**src/rtl/wb_regfile_scoreboard_pkg.sv**
```systemverilog
// Shared definitions for the writeback register file / pending-write scoreboard.
//   DATA_W, ADDR_W : default register width and register-name width
//   NREGS          : number of architectural registers (2**ADDR_W)
//   REG_ZERO       : name of the hardwired-zero register
//   reg_name_t     : register-name type
//   data_t         : data-word type
//   reg_onehot()   : one-hot decode of a register name, R0 never selected
package wb_regfile_scoreboard_pkg;

    localparam int unsigned DATA_W = 16;
    localparam int unsigned ADDR_W = 4;
    localparam int unsigned NREGS  = 2 ** ADDR_W;

    typedef logic [ADDR_W-1:0] reg_name_t;
    typedef logic [DATA_W-1:0] data_t;

    localparam reg_name_t REG_ZERO = {ADDR_W{1'b0}};

    // One-hot select for a register name; R0 is never selected because it
    // can neither be written nor reserved.
    function automatic logic [NREGS-1:0] reg_onehot(input reg_name_t name);
        logic [NREGS-1:0] hot;
        hot       = {NREGS{1'b0}};
        hot[name] = 1'b1;
        hot[0]    = 1'b0;
        return hot;
    endfunction

endpackage

```
**src/rtl/wb_regfile_scoreboard_if.sv**
```systemverilog
// Bus bundle between the pipeline and the writeback register file.
//   wr_en/wr_reg/wr_data   : writeback port from the writeback select mux
//   rsv_en/rsv_reg         : decode-stage destination reservation
//   flush                  : drop all reservations
//   rd_reg1/rd_reg2        : decode read-port register names
//   rd_data1/rd_data2      : read data
//   rd_pend1/rd_pend2      : read-port register has an outstanding write
//   any_pend               : some register has an outstanding write
// Modports: master (pipeline side), slave (register file side).
interface wb_regfile_scoreboard_if;
    import wb_regfile_scoreboard_pkg::*;

    logic      wr_en;
    reg_name_t wr_reg;
    data_t     wr_data;
    logic      rsv_en;
    reg_name_t rsv_reg;
    logic      flush;
    reg_name_t rd_reg1;
    reg_name_t rd_reg2;
    data_t     rd_data1;
    data_t     rd_data2;
    logic      rd_pend1;
    logic      rd_pend2;
    logic      any_pend;

    modport master (
        output wr_en, wr_reg, wr_data, rsv_en, rsv_reg, flush, rd_reg1, rd_reg2,
        input  rd_data1, rd_data2, rd_pend1, rd_pend2, any_pend
    );

    modport slave (
        input  wr_en, wr_reg, wr_data, rsv_en, rsv_reg, flush, rd_reg1, rd_reg2,
        output rd_data1, rd_data2, rd_pend1, rd_pend2, any_pend
    );

endinterface

```
**src/rtl/wb_regfile_scoreboard_readport.sv**
```systemverilog
// One decode read port of the register file.
//   regs    : current register contents
//   pend    : registered pending-write bits
//   rd_reg  : register name to read
//   wr_hot, rsv_hot, wr_data : same-cycle writeback/reservation (only when
//             WB_BYPASS_EN is defined; enables write-before-read forwarding)
//   rd_data : read data (combinational), R0 reads as zero
//   rd_pend : pending-write status of rd_reg
// Optional feature macro: WB_BYPASS_EN.
module wb_regfile_readport
    import wb_regfile_scoreboard_pkg::*;
(
    input  data_t            regs [NREGS],
    input  logic [NREGS-1:0] pend,
    input  reg_name_t        rd_reg,
`ifdef WB_BYPASS_EN
    input  logic [NREGS-1:0] wr_hot,
    input  logic [NREGS-1:0] rsv_hot,
    input  data_t            wr_data,
`endif
    output data_t            rd_data,
    output logic             rd_pend
);

    // Register select with R0 zeroing and optional same-cycle forwarding.
    always_comb begin
        rd_data = {DATA_W{1'b0}};
        rd_pend = 1'b0;
        if (rd_reg == REG_ZERO) begin
            rd_data = {DATA_W{1'b0}};
            rd_pend = 1'b0;
        end
`ifdef WB_BYPASS_EN
        else if (wr_hot[rd_reg]) begin
            // Forwarded data is final unless a new producer reserves the
            // register in this same cycle; then the registered bit stands.
            rd_data = wr_data;
            rd_pend = pend[rd_reg] & rsv_hot[rd_reg];
        end
`endif
        else begin
            rd_data = regs[rd_reg];
            rd_pend = pend[rd_reg];
        end
    end

endmodule

```
**src/rtl/wb_regfile_scoreboard.sv**
```systemverilog
// Architectural register file plus pending-write scoreboard at the end of the
// writeback path.
//   clk   : rising-edge clock
//   rst_n : asynchronous active-low reset (clears registers and pending bits)
//   bus   : wb_regfile_scoreboard_if.slave (write, reserve, flush, two reads)
// Optional feature macro: WB_BYPASS_EN (same-cycle writeback forwarding to
// the read ports). Without it, reads see the old value until the next edge.
module wb_regfile_scoreboard
    import wb_regfile_scoreboard_pkg::*;
(
    input  logic                    clk,
    input  logic                    rst_n,
    wb_regfile_scoreboard_if.slave  bus
);

    data_t            regs_q [NREGS];
    data_t            regs_d [NREGS];
    logic [NREGS-1:0] pend_q;
    logic [NREGS-1:0] pend_d;
    logic [NREGS-1:0] wr_hot_s;
    logic [NREGS-1:0] rsv_hot_s;

    // Decode the write and reserve names into per-register strobes.
    always_comb begin
        wr_hot_s  = {NREGS{1'b0}};
        rsv_hot_s = {NREGS{1'b0}};
        if (bus.wr_en) begin
            wr_hot_s = reg_onehot(bus.wr_reg);
        end else begin
            wr_hot_s = {NREGS{1'b0}};
        end
        if (bus.rsv_en) begin
            rsv_hot_s = reg_onehot(bus.rsv_reg);
        end else begin
            rsv_hot_s = {NREGS{1'b0}};
        end
    end

    // Next register contents: the writeback lands regardless of flush.
    always_comb begin
        regs_d = regs_q;
        for (int r = 1; r < NREGS; r++) begin
            if (wr_hot_s[r]) begin
                regs_d[r] = bus.wr_data;
            end else begin
                regs_d[r] = regs_q[r];
            end
        end
        regs_d[0] = {DATA_W{1'b0}};
    end

    // Next pending bits: flush, then reserve (new producer beats the
    // retiring one), then writeback clear, else hold.
    always_comb begin
        pend_d = pend_q;
        for (int r = 1; r < NREGS; r++) begin
            if (bus.flush) begin
                pend_d[r] = 1'b0;
            end else if (rsv_hot_s[r]) begin
                pend_d[r] = 1'b1;
            end else if (wr_hot_s[r]) begin
                pend_d[r] = 1'b0;
            end else begin
                pend_d[r] = pend_q[r];
            end
        end
        pend_d[0] = 1'b0;
    end

    // State registers with asynchronous clear.
    always_ff @(posedge clk or negedge rst_n) begin
        if (!rst_n) begin
            regs_q <= '{default: {DATA_W{1'b0}}};
            pend_q <= {NREGS{1'b0}};
        end else begin
            regs_q <= regs_d;
            pend_q <= pend_d;
        end
    end

    // Summary flag uses registered bits only; forwarding does not affect it.
    always_comb begin
        bus.any_pend = |pend_q;
    end

    wb_regfile_readport u_rd1 (
        .regs    (regs_q),
        .pend    (pend_q),
        .rd_reg  (bus.rd_reg1),
`ifdef WB_BYPASS_EN
        .wr_hot  (wr_hot_s),
        .rsv_hot (rsv_hot_s),
        .wr_data (bus.wr_data),
`endif
        .rd_data (bus.rd_data1),
        .rd_pend (bus.rd_pend1)
    );

    wb_regfile_readport u_rd2 (
        .regs    (regs_q),
        .pend    (pend_q),
        .rd_reg  (bus.rd_reg2),
`ifdef WB_BYPASS_EN
        .wr_hot  (wr_hot_s),
        .rsv_hot (rsv_hot_s),
        .wr_data (bus.wr_data),
`endif
        .rd_data (bus.rd_data2),
        .rd_pend (bus.rd_pend2)
    );

endmodule

```
**src/flat_wrapper.sv**
```systemverilog
// flat-port wrapper written by rule: the top's interface ports become plain ports
module wb_regfile_scoreboard_flat import wb_regfile_scoreboard_pkg::*;
  (clk, rst_n, bus_wr_en, bus_wr_reg, bus_wr_data, bus_rsv_en, bus_rsv_reg, bus_flush, bus_rd_reg1, bus_rd_reg2, bus_rd_data1, bus_rd_data2, bus_rd_pend1, bus_rd_pend2, bus_any_pend);
  wb_regfile_scoreboard_if bus_i ();
  input  logic clk;
  input  logic rst_n;
  input wire logic [$bits(bus_i.wr_en)-1:0] bus_wr_en;
  input wire logic [$bits(bus_i.wr_reg)-1:0] bus_wr_reg;
  input wire logic [$bits(bus_i.wr_data)-1:0] bus_wr_data;
  input wire logic [$bits(bus_i.rsv_en)-1:0] bus_rsv_en;
  input wire logic [$bits(bus_i.rsv_reg)-1:0] bus_rsv_reg;
  input wire logic [$bits(bus_i.flush)-1:0] bus_flush;
  input wire logic [$bits(bus_i.rd_reg1)-1:0] bus_rd_reg1;
  input wire logic [$bits(bus_i.rd_reg2)-1:0] bus_rd_reg2;
  output wire logic [$bits(bus_i.rd_data1)-1:0] bus_rd_data1;
  output wire logic [$bits(bus_i.rd_data2)-1:0] bus_rd_data2;
  output wire logic [$bits(bus_i.rd_pend1)-1:0] bus_rd_pend1;
  output wire logic [$bits(bus_i.rd_pend2)-1:0] bus_rd_pend2;
  output wire logic [$bits(bus_i.any_pend)-1:0] bus_any_pend;
  assign bus_i.wr_en = bus_wr_en;
  assign bus_i.wr_reg = bus_wr_reg;
  assign bus_i.wr_data = bus_wr_data;
  assign bus_i.rsv_en = bus_rsv_en;
  assign bus_i.rsv_reg = bus_rsv_reg;
  assign bus_i.flush = bus_flush;
  assign bus_i.rd_reg1 = bus_rd_reg1;
  assign bus_i.rd_reg2 = bus_rd_reg2;
  assign bus_rd_data1 = bus_i.rd_data1;
  assign bus_rd_data2 = bus_i.rd_data2;
  assign bus_rd_pend1 = bus_i.rd_pend1;
  assign bus_rd_pend2 = bus_i.rd_pend2;
  assign bus_any_pend = bus_i.any_pend;
  wb_regfile_scoreboard u_core (.clk(clk), .rst_n(rst_n), .bus(bus_i));
endmodule
```
**config.mk**
```make
export PLATFORM = sky130hd
export DESIGN_NAME = wb_regfile_scoreboard_flat
export DESIGN_NICKNAME = d
export VERILOG_FILES = /design/src/rtl/wb_regfile_scoreboard_pkg.sv /design/src/rtl/wb_regfile_scoreboard_if.sv /design/src/rtl/wb_regfile_scoreboard_readport.sv /design/src/rtl/wb_regfile_scoreboard.sv /design/src/flat_wrapper.sv
export SDC_FILE = /design/constraint.sdc
export NUM_CORES = 1
export LEC_CHECK = 0
export BUFFER_PORTS_ARGS = -buffer_cell sky130_fd_sc_hd__buf_2
export CAP_MARGIN = 5
export CORE_MARGIN = 3
export CORE_UTILIZATION = 55
export CTS_CLUSTER_DIAMETER = 30
export CTS_CLUSTER_SIZE = 14
export DETAILED_ROUTE_END_ITERATION = 8
export GPL_TIMING_DRIVEN = 0
export PLACE_DENSITY = 0.73
export REMOVE_ABC_BUFFERS = 1
export SLEW_MARGIN = 40
export SYNTH_ARGS = -nofsm -noshare
export SYNTH_HDL_FRONTEND = slang
export SYNTH_SLANG_ARGS = --single-unit
```
**constraint.sdc**
```tcl
create_clock -name clk -period 1.76 [get_ports clk]
set_input_delay 0.088 -clock clk [delete_from_list [all_inputs] [get_ports clk]]
set_output_delay 0.088 -clock clk [all_outputs]
set_load 0.01 [all_outputs]
```
After elaboration in Yosys (flattened, before gate mapping)
Index checks and enable logic that the tools add are counted.
- add/sub/neg operators: 0
- equality and inequality tests: 0
- mux-type cells: 65
- divide/modulo/power cells: 0
- reduce and logical (&&, ||, !) cells: 20
- shift-type cells: 0
- multiply operators: 0
- $lt $le $gt $ge: 8
- bitwise logic cells: 2
- operators by type and width (cell ; number):
    $bmux 16 s4 ; 2
    $mux 16 ; 8
    $mux 1 ; 51
    $reduce_bool 3->1 ; 15
    $lt 4x5->1 const B ; 4
    $reduce_or 15->1 ; 1
    $ge 5x5->1 const B ; 2
    $not 4->5 ; 2
    $bmux 1 s4 ; 2
    $demux 1 s4 ; 2
    $ge 4x1->1 const B ; 2
    $logic_not 4->1 ; 2
    $logic_and 1x1->1 ; 2
- register bits: 255
- input port bits: 37
- output and inout port bits: 35
- memories kept: 0
- bits in read-only memories: 0
- logic and storage cells: 125
- bits in writable memories: 0
- bits in latches: 0

Longest topological paths before layout
- depth in word-level cells: 8
- gate-level depth with buffers: 7
- depth with buffers taken out: 4

Modules after synthesis
From an unflattened synthesis, not the netlist that was laid out.
- cells, all modules: 932
- area total of the unflattened synthesis: 13957.1 um2
- by module, submodules not included (module ; seq. area each (um2) ; instances ; area an instance (um2) ; cells an instance):
    wb_regfile_scoreboard ; 6381.1 ; 1 ; 9813.2 ; 600
    wb_regfile_readport ; 0.0 ; 2 ; 2072.0 ; 166

Worst setup path before layout
OpenSTA, ideal clock, no wires.
- path kind: register -> output
- from: reg u_core.pend_q[7]
- to: out bus_rd_pend2
- path buffers: 0
- cell stages (with the launch flop): 5
- setup slack: 0.203 ns
- arrival: 1.469 ns
- data required time: 1.672 ns
- cell sequence: dfrtp_1 -> mux4_2 -> and2_0 -> a31o_1 -> a221o_1
- cells in the longest elaborated chain, start to end: 3
- RTL lines (what ; RTL line ; RTL):
    from (decl) ; wb_regfile_scoreboard.sv:18 ; logic [NREGS-1:0] pend_q;
    from (signal assigned) ; wb_regfile_scoreboard.sv:74 ; pend_q <= {NREGS{1'b0}};
    from (signal assigned) ; wb_regfile_scoreboard.sv:77 ; pend_q <= pend_d;
    $bmux 1 s4 ; wb_regfile_scoreboard_readport.sv:43 ; rd_pend = pend[rd_reg];
    $mux 1 (not written as such) ; wb_regfile_scoreboard_readport.sv:43 ;
    $mux 1 ; wb_regfile_scoreboard_readport.sv:29 ; if (rd_reg == REG_ZERO) begin
    to (decl) ; flat_wrapper.sv:18 ; output wire logic [$bits(bus_i.rd_pend2)-1:0] bus_rd_pend2;
Every way passes these cells. The select of a mux whose other input is x is not followed.

Worst setup path after layout
- from: reg u_core.pend_q[4]
- to: out bus_rd_pend2
The elaborated chain is that of the path after synthesis.

==> impl_metrics.csv <==
group,metric,value,unit
outcome,violations,"negative setup slack",
floorplanning,die_w,166,um
layout,final_core_util,70.0,%
pwr,clkPwrFrac,47.3,%
synth,synth-edff-count,0,
pwr,power_frac_comb,18.2,%
critical_path,reg2reg_slack,0.36,ns
critical_path,critical_path_class,"flip-flop to output port",
synth,synth_top_cell_by_area,"dfrtp_1",
critical_path,r2r-end,"u_core.pend_q[9]",
outcome,outcome,"finished with violations",
synth,yosysWarnings,0,
pwr,peakVddDrop,1120,uV
sta,worst_pin_slew,0.894,ns
clock_network,cts_max_path_buffers,3,
worst_hold_path,hp-class,"input port to flip-flop",
floorplanning,placement_rows,58,
route,route.met2.wl,18000,um
sta,setup_viol,35,
route,ant_nets,0,
layout,drive_above_1_share,48.6,%
global_routing,antenna_found_initial,0,
placement,gp_congestion,0.837,
global_routing,grt.total_usage,28.0,%
synth,syn_area,0.0141,sq mm
clock_network,clkTransAtPathRegs,0.05,ns
sta,slew_viol_final,0,
route,route.met3.wl,3040,um
worst_hold_path,hold_depth,5,
critical_path,start_kind,"flip-flop",
global_routing,overflow,0,
layout,area_growth,24.9,%
pwr,p_int,17.5,mW
synth,syn_area_per_cell,13.4,sq um
route,drtIter0Drc,984,
synth,synth_top_area_share,45.2,%
placement,dp_slack,-0.593,ns
worst_hold_path,worstHoldStart,"bus_rsv_en",
pwr,p_leak,7.69,nW
route,finalWirelength,39000,um
synth,synth_area_leaders,"dfrtp_1, mux2_2, mux4_2",
worst_hold_path,min_to,"u_core.pend_q[6]",
sta,rsz0062_at_grt,"true",
clock_network,htree_levels,2,
critical_path,cp.arrival,2.24,ns
sta,finalCritPeriodShare,132,%
floorplanning,dieArea,0.0276,sq mm
sta,skew,0,ns
job,maxCapViolations,0,
route,drtPass1Iterations,5,
clock_network,root_buffer,"clkbuf_16",
clock_network,cts-buffers-inserted,60,
critical_path,cp_max_fo,2,
critical_path,r2r.worst_path.cells,3,
layout,finalNetCount,1198,
synth,ys.flop_type,"dfrtp_1",
route,topRoutingLayerUsed,"met4",
sta,fmax,0.430,GHz
synth,ys_ff_latch,255,
synth,yosysSeqAreaShare,45.2,%
route,drc,0,
synth,ys_types,46,
synth,synth_cells,1056,
critical_path,required,1.67,ns
route,m1WireLength,16500,um
layout,diodes,0,
sta,fin_crit,2.32,ns
sta,slew_headroom,40.3,%
critical_path,end_kind,"output port",
sta,hold_viol_final,0,
route,avgRoutedWirePerCell,25.3,um
floorplanning,io_pins,72,
global_routing,grt_pass1_wl,60600,um
clock_network,cts_tree,"built",
synth,synth_common_cells,"dfrtp_1, mux2_2, mux2i_1",
clock_network,numClockSinks,255,
placement,portBuffers,71,
pwr,powerDensity,1340,mW/mm^2
pwr,netSwitchingFraction,26.2,%
synth,yosysMostFrequentCell,"dfrtp_1",
pwr,pwr-share-seq,34.5,%
global_routing,grt_max_degree,70,
sta,layout_setup_ws,-0.563,ns
floorplanning,start_util,56.1,%
synth,synthArstFlopShare,100,%
critical_path,cp-startpoint,"u_core.pend_q[4]",
placement,dp_hpwl,21700,um
route,vias,10100,
floorplanning,core_area,0.0252,sq mm
pwr,power_switching,6.19,mW
floorplanning,die_y,166,um
critical_path,reg2reg_from,"u_core.pend_q[9]",
route,routed_via_density,6.54,
global_routing,grt_pass1_vias,10500,
clock_network,insertion_delay,0.56,ns
-- worst max-delay path, stage by stage (launching register included) --
cell and delay [ns]:
dfrtp_1 0.41, mux4_2 0.48, and2_4 0.15, a31o_1 0.18, a221o_1 0.30, buf_2 0.15
-- repair_timing --
action / in CTS / in global routing
hold buffers: 33 / 3
pin swaps: 31 / 13
setup endpoints to repair: 34 / 37
gates resized for setup: 14 / 38
endpoints found under the hold margin: 299 / 3
buffers inserted: 10 / 7
-- cells by family (layout without fill, tap and decap cells) --
| family | after synthesis | count (layout) | share of synthesized area (%) |
|---|---|---|---|
| AO/OA/AOI/OAI | 139 | 139 | 6.97 |
| AND/OR/NAND/NOR | 141 | 141 | 5.39 |
| multiplexers | 425 | 425 | 38.9 |
| buffers and inverters | 96 | 250 | 3.60 |
| flip-flops | 255 | 255 | 45.2 |
-- state kept, by name, summed over array words and instances, names as in the netlist --
| signal | cells |
|---|---|
| u_core.regs_q | 240 |
| u_core.pend_q | 15 |
-- area by class of cell --
cell class              count  area [sq um]
well taps                 330           413
flip-flops and latches    255          6380
repair buffers            137          1240
clock buffers              78          1680
fillers                  1695          7550
clock inverters            33           393
inverters                   2          10.0
multi-input cells         705          7510
-- layout by cell type, fill, tap and decap left out, types with 9 or more instances in the layout --
cell and count:
nor2_1 25, o22ai_1 15, nand3_1 16, mux2_2 248
o211ai_1 11, clkbuf_16 62, buf_2 62, dlygate4sd3_1 33
buf_4 18, nor2_4 11, mux2_4 16, nor2b_1 9
a211o_1 12, and3b_1 13, nand2_1 34, mux2i_1 86
clkbuf_1 9, dfrtp_1 254, a2111oi_0 9, o21ai_0 11
mux4_2 68, clkinv_2 12, a21oi_1 32
-- worst max-delay path by stage --
stage                         endpoint  slack (ns)  cells past startpoint
floorplan           u_core.regs_q[192]        0.05                      3
global placement     u_core.regs_q[17]       -4.08                      1
global route              bus_rd_pend2       -0.57                      5
CTS                       bus_rd_pend2       -0.53                      5
detailed placement     bus_rd_data2[7]       -0.59                      7
finish                    bus_rd_pend2       -0.56                      5
-- per-layer routing --
metal,track usage (%),vias up
li1,-,4287
met1,39.5,5194
met2,43.2,482
met3,5.05,107
met4,11.7,0
met5,0,-
-- per-stage QoR --
step / hold WS [ns] / std cells / cell area, sq um / power, mW / setup TNS [ns]
2_1_floorplan: -0.208 / 962 / 13600 / 10.8 / 0
3_3_place_gp: 0.399 / 1363 / 14400 / 11.9 / -1216.35
3_5_place_dp: -0.0515 / 1378 / 14800 / 12.2 / -27.45
4_1_cts: 0.0312 / 1532 / 17400 / 23.6 / -11.90
5_1_grt: 0.0338 / 1540 / 17600 / 24.6 / -13.35
6_report: 0.0132 / 1540 / 17600 / 23.6 / -10.68
-- power by group through the flow --
stage | Clock (mW) | Sequential (mW) | Combinational (mW)
2_1_floorplan | 0 | 7.87 | 2.91
3_3_place_gp | 0 | 8.07 | 3.87
3_5_place_dp | 0 | 8.17 | 4.03
4_1_cts | 11.3 | 8.11 | 4.21
5_1_grt | 11.6 | 8.31 | 4.66
6_report | 11.2 | 8.14 | 4.31
No activity file was read; power rests on OpenSTA's default activity.
